## src/rtl/stopwatch_pkg.sv

```systemverilog
// Shared constants for the stopwatch controller: run-state encoding,
// BCD digit width/limit and a small state-decode helper.
// Optional feature macro used by the controller: STOPWATCH_LIMIT_EN.
package stopwatch_pkg;

    localparam int unsigned BCD_W = 4;
    localparam logic [BCD_W-1:0] BCD_MAX = 4'd9;

    // Run-state encoding kept as plain constants for legacy compatibility.
    localparam logic [1:0] ST_IDLE  = 2'd0;
    localparam logic [1:0] ST_RUN   = 2'd1;
    localparam logic [1:0] ST_PAUSE = 2'd2;
    localparam logic [1:0] ST_LAP   = 2'd3;

    // True in the states where the count advances.
    function automatic logic is_counting(input logic [1:0] st);
        return (st == ST_RUN) || (st == ST_LAP);
    endfunction

endpackage

```

## src/rtl/stopwatch_ctrl_tick_gen.sv

```systemverilog
// Prescaler for the stopwatch: counts clock cycles while running and
// emits a one-cycle registered tick every TICK_DIV cycles.
// 'stop' suppresses the tick that would fire this cycle (the prescaler
// still wraps); 'due' flags that the wrap happens on this edge.
module tick_gen #(
    parameter int unsigned TICK_DIV = 50000000,
    parameter int unsigned TICK_W   = 26
) (
    input  logic clock,
    input  logic reset_n,
    input  logic run,
    input  logic clr,
    input  logic stop,
    output logic due,
    output logic tick
);

    localparam logic [TICK_W-1:0] LAST = TICK_W'(TICK_DIV - 1);

    logic [TICK_W-1:0] count;

    assign due = run && (count == LAST);

    // Prescaler count and registered tick; clear wins, PAUSE/IDLE hold.
    always_ff @(posedge clock) begin
        if (!reset_n) begin
            count <= '0;
            tick  <= 1'b0;
        end else begin
            tick <= 1'b0;
            if (clr) begin
                count <= '0;
            end else if (due) begin
                count <= '0;
                tick  <= ~stop;
            end else if (run) begin
                count <= count + TICK_W'(1);
            end
        end
    end

endmodule

```

## src/rtl/stopwatch_ctrl.sv

```systemverilog
// Stopwatch sequencing controller for a two-digit BCD seconds counter.
// Detects key edges, runs the IDLE/RUN/PAUSE/LAP state machine, drives the
// counter's Enable/Clear and selects live or lap-frozen digits for display.
// Optional macro STOPWATCH_LIMIT_EN: stop at 99 and raise LimitHit instead
// of wrapping to 00.
module stopwatch_ctrl
    import stopwatch_pkg::*;
#(
    parameter int unsigned TICK_DIV = 50000000,
    parameter int unsigned TICK_W   = 26
) (
    input  logic             Clock,
    input  logic             Reset,
    input  logic             KeyStart,
    input  logic             KeyLap,
    input  logic             KeyClear,
    input  logic [BCD_W-1:0] BCD1_in,
    input  logic [BCD_W-1:0] BCD0_in,
    output logic             CountEnable,
    output logic             CountClear,
    output logic [BCD_W-1:0] DispBCD1,
    output logic [BCD_W-1:0] DispBCD0,
    output logic             Running,
`ifdef STOPWATCH_LIMIT_EN
    output logic             LapActive,
    output logic             LimitHit
`else
    output logic             LapActive
`endif
);

    // Key history, bit order {clear, lap, start}.
    logic [2:0] key_cur;
    logic [2:0] key_prev;
    logic [2:0] key_ev;
    logic       ev_clear;
    logic       ev_start;
    logic       ev_lap;

    logic [1:0] state;
    logic [1:0] next_state;
    logic       capture;
    logic       do_clear;
    logic       run;
    logic       tick_due;
    logic       limit_fire;
    logic       limit_hit;

    logic [2*BCD_W-1:0] lap_latch;

    assign key_ev   = key_cur & ~key_prev;
    // Clear > Start > Lap; lower-priority coincident events are dropped.
    assign ev_clear = key_ev[2];
    assign ev_start = key_ev[0] & ~key_ev[2];
    assign ev_lap   = key_ev[1] & ~key_ev[0] & ~key_ev[2];

    assign run = is_counting(state);

`ifdef STOPWATCH_LIMIT_EN
    assign limit_fire = tick_due && (BCD1_in == BCD_MAX) && (BCD0_in == BCD_MAX);
    assign LimitHit   = limit_hit;

    // Limit flag: set when the count would pass 99, cleared by Clear.
    always_ff @(posedge Clock) begin
        if (!Reset) begin
            limit_hit <= 1'b0;
        end else if (do_clear) begin
            limit_hit <= 1'b0;
        end else if (limit_fire) begin
            limit_hit <= 1'b1;
        end
    end
`else
    assign limit_fire = 1'b0;
    assign limit_hit  = 1'b0;
`endif

    // Register each key once and keep the previous sample for edge detect.
    always_ff @(posedge Clock) begin
        if (!Reset) begin
            key_cur  <= '0;
            key_prev <= '0;
        end else begin
            key_cur  <= {KeyClear, KeyLap, KeyStart};
            key_prev <= key_cur;
        end
    end

    // Next-state decode; a limit hit overrides any key action.
    always_comb begin
        next_state = state;
        capture    = 1'b0;
        do_clear   = 1'b0;
        case (state)
            ST_IDLE: begin
                if (ev_clear) begin
                    do_clear = 1'b1;
                end else if (ev_start) begin
                    next_state = ST_RUN;
                end
            end
            ST_RUN: begin
                if (ev_start) begin
                    next_state = ST_PAUSE;
                end else if (ev_lap) begin
                    next_state = ST_LAP;
                    capture    = 1'b1;
                end
            end
            ST_LAP: begin
                if (ev_start) begin
                    next_state = ST_PAUSE;
                end else if (ev_lap) begin
                    next_state = ST_RUN;
                end
            end
            ST_PAUSE: begin
                if (ev_clear) begin
                    do_clear   = 1'b1;
                    next_state = ST_IDLE;
                end else if (ev_start && !limit_hit) begin
                    next_state = ST_RUN;
                end
            end
            default: next_state = ST_IDLE;
        endcase
        if (limit_fire) begin
            next_state = ST_PAUSE;
            capture    = 1'b0;
        end
    end

    // State, counter clear, status flags, lap latch and display register.
    always_ff @(posedge Clock) begin
        if (!Reset) begin
            state      <= ST_IDLE;
            CountClear <= 1'b1;
            Running    <= 1'b0;
            LapActive  <= 1'b0;
            lap_latch  <= '0;
            DispBCD1   <= '0;
            DispBCD0   <= '0;
        end else begin
            state      <= next_state;
            CountClear <= do_clear;
            Running    <= is_counting(next_state);
            LapActive  <= (next_state == ST_LAP);
            if (capture) begin
                lap_latch <= {BCD1_in, BCD0_in};
            end
            // Entering LAP shows the live value, which equals the capture.
            if ((state == ST_LAP) && (next_state == ST_LAP)) begin
                {DispBCD1, DispBCD0} <= lap_latch;
            end else begin
                {DispBCD1, DispBCD0} <= {BCD1_in, BCD0_in};
            end
        end
    end

    tick_gen #(
        .TICK_DIV (TICK_DIV),
        .TICK_W   (TICK_W)
    ) u_tick_gen (
        .clock   (Clock),
        .reset_n (Reset),
        .run     (run),
        .clr     (do_clear),
        .stop    (limit_fire),
        .due     (tick_due),
        .tick    (CountEnable)
    );

endmodule

```

## config.mk

```make
export PLATFORM = sky130hd
export DESIGN_NAME = stopwatch_ctrl
export DESIGN_NICKNAME = d
export VERILOG_FILES = /design/src/rtl/stopwatch_pkg.sv /design/src/rtl/stopwatch_ctrl_tick_gen.sv /design/src/rtl/stopwatch_ctrl.sv
export SDC_FILE = /design/constraint.sdc
export NUM_CORES = 1
export LEC_CHECK = 0
export ABC_AREA = 1
export ABC_CLOCK_PERIOD_IN_PS = 1300
export BUFFER_PORTS_ARGS = -buffer_cell sky130_fd_sc_hd__buf_2
export CORE_ASPECT_RATIO = 0.75
export CORE_MARGIN = 1.5
export CORE_UTILIZATION = 48
export DETAILED_ROUTE_END_ITERATION = 6
export PLACE_DENSITY = 0.73
export SLEW_MARGIN = 10
export SYNTH_ARGS = -nofsm -noshare
export SYNTH_HDL_FRONTEND = slang
export SYNTH_SLANG_ARGS = --single-unit
```

## constraint.sdc

```tcl
create_clock -name Clock -period 1.3 [get_ports Clock]
set_input_delay 0.26 -clock Clock [delete_from_list [all_inputs] [get_ports Clock]]
set_output_delay 0.26 -clock Clock [all_outputs]
set_load 0.05 [all_outputs]
```

Word level (Yosys, flattened, before mapping):

Index checks and enable logic that the tools add are counted.

* add/sub/neg operators: 1
* equal/unequal tests: 6
* muxes and demuxes: 16
* bitwise operators: 8
* reduce and logical (&&, ||, !) cells: 8

Operators with widths (count)
* 26-bit by 1-bit adder with 26-bit output (second input constant): 1
* 26-bit == test (second input constant): 1
* 2-bit 2-to-1 mux: 7
* 4-bit 2-to-1 mux: 2
* 2-bit case mux with 4 select lines: 1
* 2-bit == test (second input constant): 3
* 1-bit 2-to-1 mux: 6
* 2-bit by 1-bit == test with 1-bit output (second input constant): 2
* 2-bit OR reduction: 2
* 1-bit bitwise AND: 3
* 3-bit bitwise AND: 1
* 1-bit inverter: 3
* 3-bit inverter: 1
* 3-bit OR reduction: 1
* 1-bit logical AND: 2
* 2-bit logical NOT: 1
* 1-bit logical OR: 2

* bits in registers: 54
* bits of input ports: 13
* output and inout port bits: 12
* word-level logic and storage cells: 50

Logic depth before layout (Yosys ltp):

* depth in word-level cells: 11
* mapped depth: 10
* mapped depth without buffers: 9

By module:

Synthesis repeated with hierarchy kept, for this count alone.

* cells, all modules: 369
* area total of the unflattened synthesis: 2618.8 µm²

Modules (own cells, without submodules)
* tick_gen: times used 1, cells an instance 239, area an instance 1564.0 µm², seq. area each 540.5 µm²
* stopwatch_ctrl: times used 1, cells an instance 130, area an instance 1054.8 µm², seq. area each 520.5 µm²

Worst setup path after synthesis:

No wires, ideal clock.

* kind: reg2reg
* from: reg Running (netlist name)
* to: reg u_tick_gen.count[19]
* setup time: 0.116 ns
* data arrival time: 1.540 ns
* data required time: 1.184 ns
* path slack: -0.356 ns
* stages on the path, launching flop included: 8
* path buffers: 0
* clock period less this slack: 1.656 ns
* path through: dfxtp_1 nand2_1 nor2_4 nand3_1 nor2_1 nand3_1 o21ai_0 nor2_1

RTL lines
* end signal: assignment: line stopwatch_ctrl_tick_gen.sv:37 `count <= count + TICK_W'(1);`
* end: declaration: line stopwatch_ctrl_tick_gen.sv:20 `logic [TICK_W-1:0] count;`

Final worst setup path:

* from: reg u_tick_gen.count[0]
* to: reg u_tick_gen.count[14]

* word-level cells in the longest chain between the ends: 3
* elaborated cells between the ends (all ways): 4
* classes of those cells: add/sub (1); eq/ne (1); reduce/logical (2)

RTL lines
* parallel branches: the longest is 3 deep, another holds 26-bit by 1-bit adder with 26-bit output

Several ways; the timed one is not identified.
A chain may end at the register's enable or synchronous reset.

==> metrics.csv <==
metric;value;unit
status;finished with violations;
violations;DRC, setup timing;
nets;451;
synth_nets;360;
setup_viol;37;
dieArea;5459;µm²
p_leak;0.001623;µW
vias;2562;
start_util;49.46;%
worstPathCellList;ha_4 -> nand3_4 -> nor2_4 -> nand2_1 -> nor2_4 -> nand2_1 -> xor2_2 -> nor2_4;
layout-drive-gt1-share;40.64;%
grt_max_degree;25;
max_freq;652.0;MHz
whs;106.7;ps
clockBufferDepth;2;
grt_overflow;0;
cts-root-buf;clkbuf_8;
port_buffers;24;
area_growth;48.81;%
utilization;73.60;%
clk_latency;330;ps
dr.first_iter.drc_count;189;
avgRoutedWirePerCell;14.16;µm
die_h;64.36;µm
worstSetupStartpointType;flop;
n_antenna_cell;0;
synth_cell_types;27;
grt_util_met3;5.943;%
pwr_density_cell;888.6;nW/µm²
use_met1;30.71;%
worstPathMaxFanout;4;
grt_setup_unrepaired;true;
critPathMostFrequentCell;nor2_4;
netlist_area;2410;µm²
endpoint_kind;flop;
fin_ws;-233.8;ps
drc_errors;1;
relSlewSlack;77.43;%
ir_drop;0.6862;mV
ys_ff_latch;53;
worstHoldPathType;in2reg;
fp-row-count;22;
skew;9.610;ps
grt_usage;24.28;%
criticalPathCategory;reg2reg;
worst_pin_slew;336.0;ps
tritoncts;built;
dpl.cell_count;471;
post_dp_cell_area;2985;µm²
fin_total_pwr;3187;µW
antenna_found_initial;0;
synth_warnings;0;
netlist_instances;346;
cts.clk_slew.worst_paths;110;ps
grt_pass1_vias;2337;
cp_slowest_cell;dfxtp_2;
globalRoute.busiestLayer;met2;
drv_cap;0;
synth_seq_area_share;44.03;%
io_pins;25;
core;4872;µm²
nFillCells;332;
holdBufCountCts;0;
cts.sinks;53;
hpwlAfterDp;4089;µm
firstDrtPassIters;7;
crit_required;1540;ps
h-tree-depth;2;
postSynthAreaPerCell;6.965;µm²
hold_viol;0;
min_period;1534;ps
numCtsBuffers;5;
grtUsageMet2;39.90;%
crit_arrival;1770;ps
die_w;84.82;µm
fin_area;3586;µm²
gp_congestion;0.8859;
antenna_left;0;
viasPerCell;5.145;
instances_no_fill;498;
grt_pass1_wl;10290;µm
report.final.slew_viol_count;0;
wirelength;7051;µm
cp_slowest_stage_delay;360;ps
post-route-period-util;118.0;%
state kept, by name, summed over array words and instances, names as in the netlist:
name / cells
u_tick_gen.count: 26
lap_latch: 8
DispBCD0: 4
DispBCD1: 4
key_cur: 3
key_prev: 3
CountClear: 1
LapActive: 1
Running: 1
state: 1
u_tick_gen.tick: 1
cell families (layout without fill, tap and decap cells):
| kind of cell | count (synthesis) | count (layout) | share of synthesized area (%) |
|---|---|---|---|
| flops | 53 | 53 | 44.03 |
| fa+ha+maj | 1 | 1 | 0.5191 |
| xor+xnor | 7 | 7 | 2.544 |
| simple gates | 189 | 189 | 34.84 |
| buf+inv | 64 | 156 | 10.85 |
| compound gates | 32 | 32 | 7.217 |
critical path, delay by kind of cell, from the launching register on:
family                     cells  cell delay, ps
and+or+nand+nor                6             730
DFF                            1             360
xor gates and xnor gates       1             200
adders and majority gates      1             150
repair_timing:
| action | in CTS | in global routing |
|---|---|---|
| endpoints found under the setup margin | 29 | 46 |
| cloned | 2 | 2 |
| pin swaps | 11 | 22 |
| buffers inserted | 8 | 9 |
| resized for setup | 38 | 69 |
per-layer routing:
metal	share of wire (%)	routed length, µm
met4	2.6	180
met5	0	0
met3	6.4	452
met1	43	3025
met2	48	3392
area by class of cell:
type	instances	area, µm²	area share, %
repair inverters	3	35.03	0.9770
well taps	60	75.07	2.094
inverters	58	246.5	6.874
repair buffers	87	666.9	18.60
clock buffers	6	93.84	2.617
multi-input cells	229	1379	38.45
clock inverters	2	17.52	0.4885
flip-flops and latches	53	1072	29.90
cells in the final DEF, fill, tap and decap left out, types with 10 or more instances in the layout:
cell / Yosys / final
nor2_2: 2 / 12
buf_2: 1 / 23
nand4_1: 11 / 11
nand3_1: 18 / 13
a21oi_2: 0 / 10
nand2_1: 83 / 74
nor2_1: 61 / 39
nor2_4: 4 / 16
inv_1: 56 / 51
buf_4: 2 / 53
dfxtp_1: 53 / 46
worst paths after layout:
check                      start                    to  slack, ps  depth (start not counted)
min                       KeyLap            key_cur[1]        110                          3
min reg2reg           key_cur[1]           key_prev[1]        430                          2
max reg2reg  u_tick_gen.count[0]  u_tick_gen.count[14]       -230                          8
max          u_tick_gen.count[0]  u_tick_gen.count[14]       -230                          8
metrics by stage:
step,setup TNS (ps),worst slack (ps)
floorplan,-542.8,-53.53
global placement,-2487,-208.4
detailed placement,-4248,-229.3
CTS,-2866,-128.6
finish,-5228,-233.8
global route,-7335,-290.2
cell usage after synthesis (all sizes together):
library cell	instances	share of area (%)
xor2	4	1.5
or2	1	0.26
nor2	67	12
xnor2	3	1.1
o21ai	18	3.9
nand2	83	13
nor3	5	1.2
o2111ai	1	0.62
dfxtp	53	44
inv	58	9.2
nand3	18	3.7
a21oi	13	2.7
buf	4	1.3
nor4	2	0.52
clkbuf	2	0.31
nand4	13	4.3
ha	1	0.52
power by group:
part	switching, µW	internal, µW	leakage (µW)
clock	626	512	0.0000573
sequential	21.2	1660	0.000435
combinational	237	131	0.00113
No activity file was read; power rests on OpenSTA's default activity.
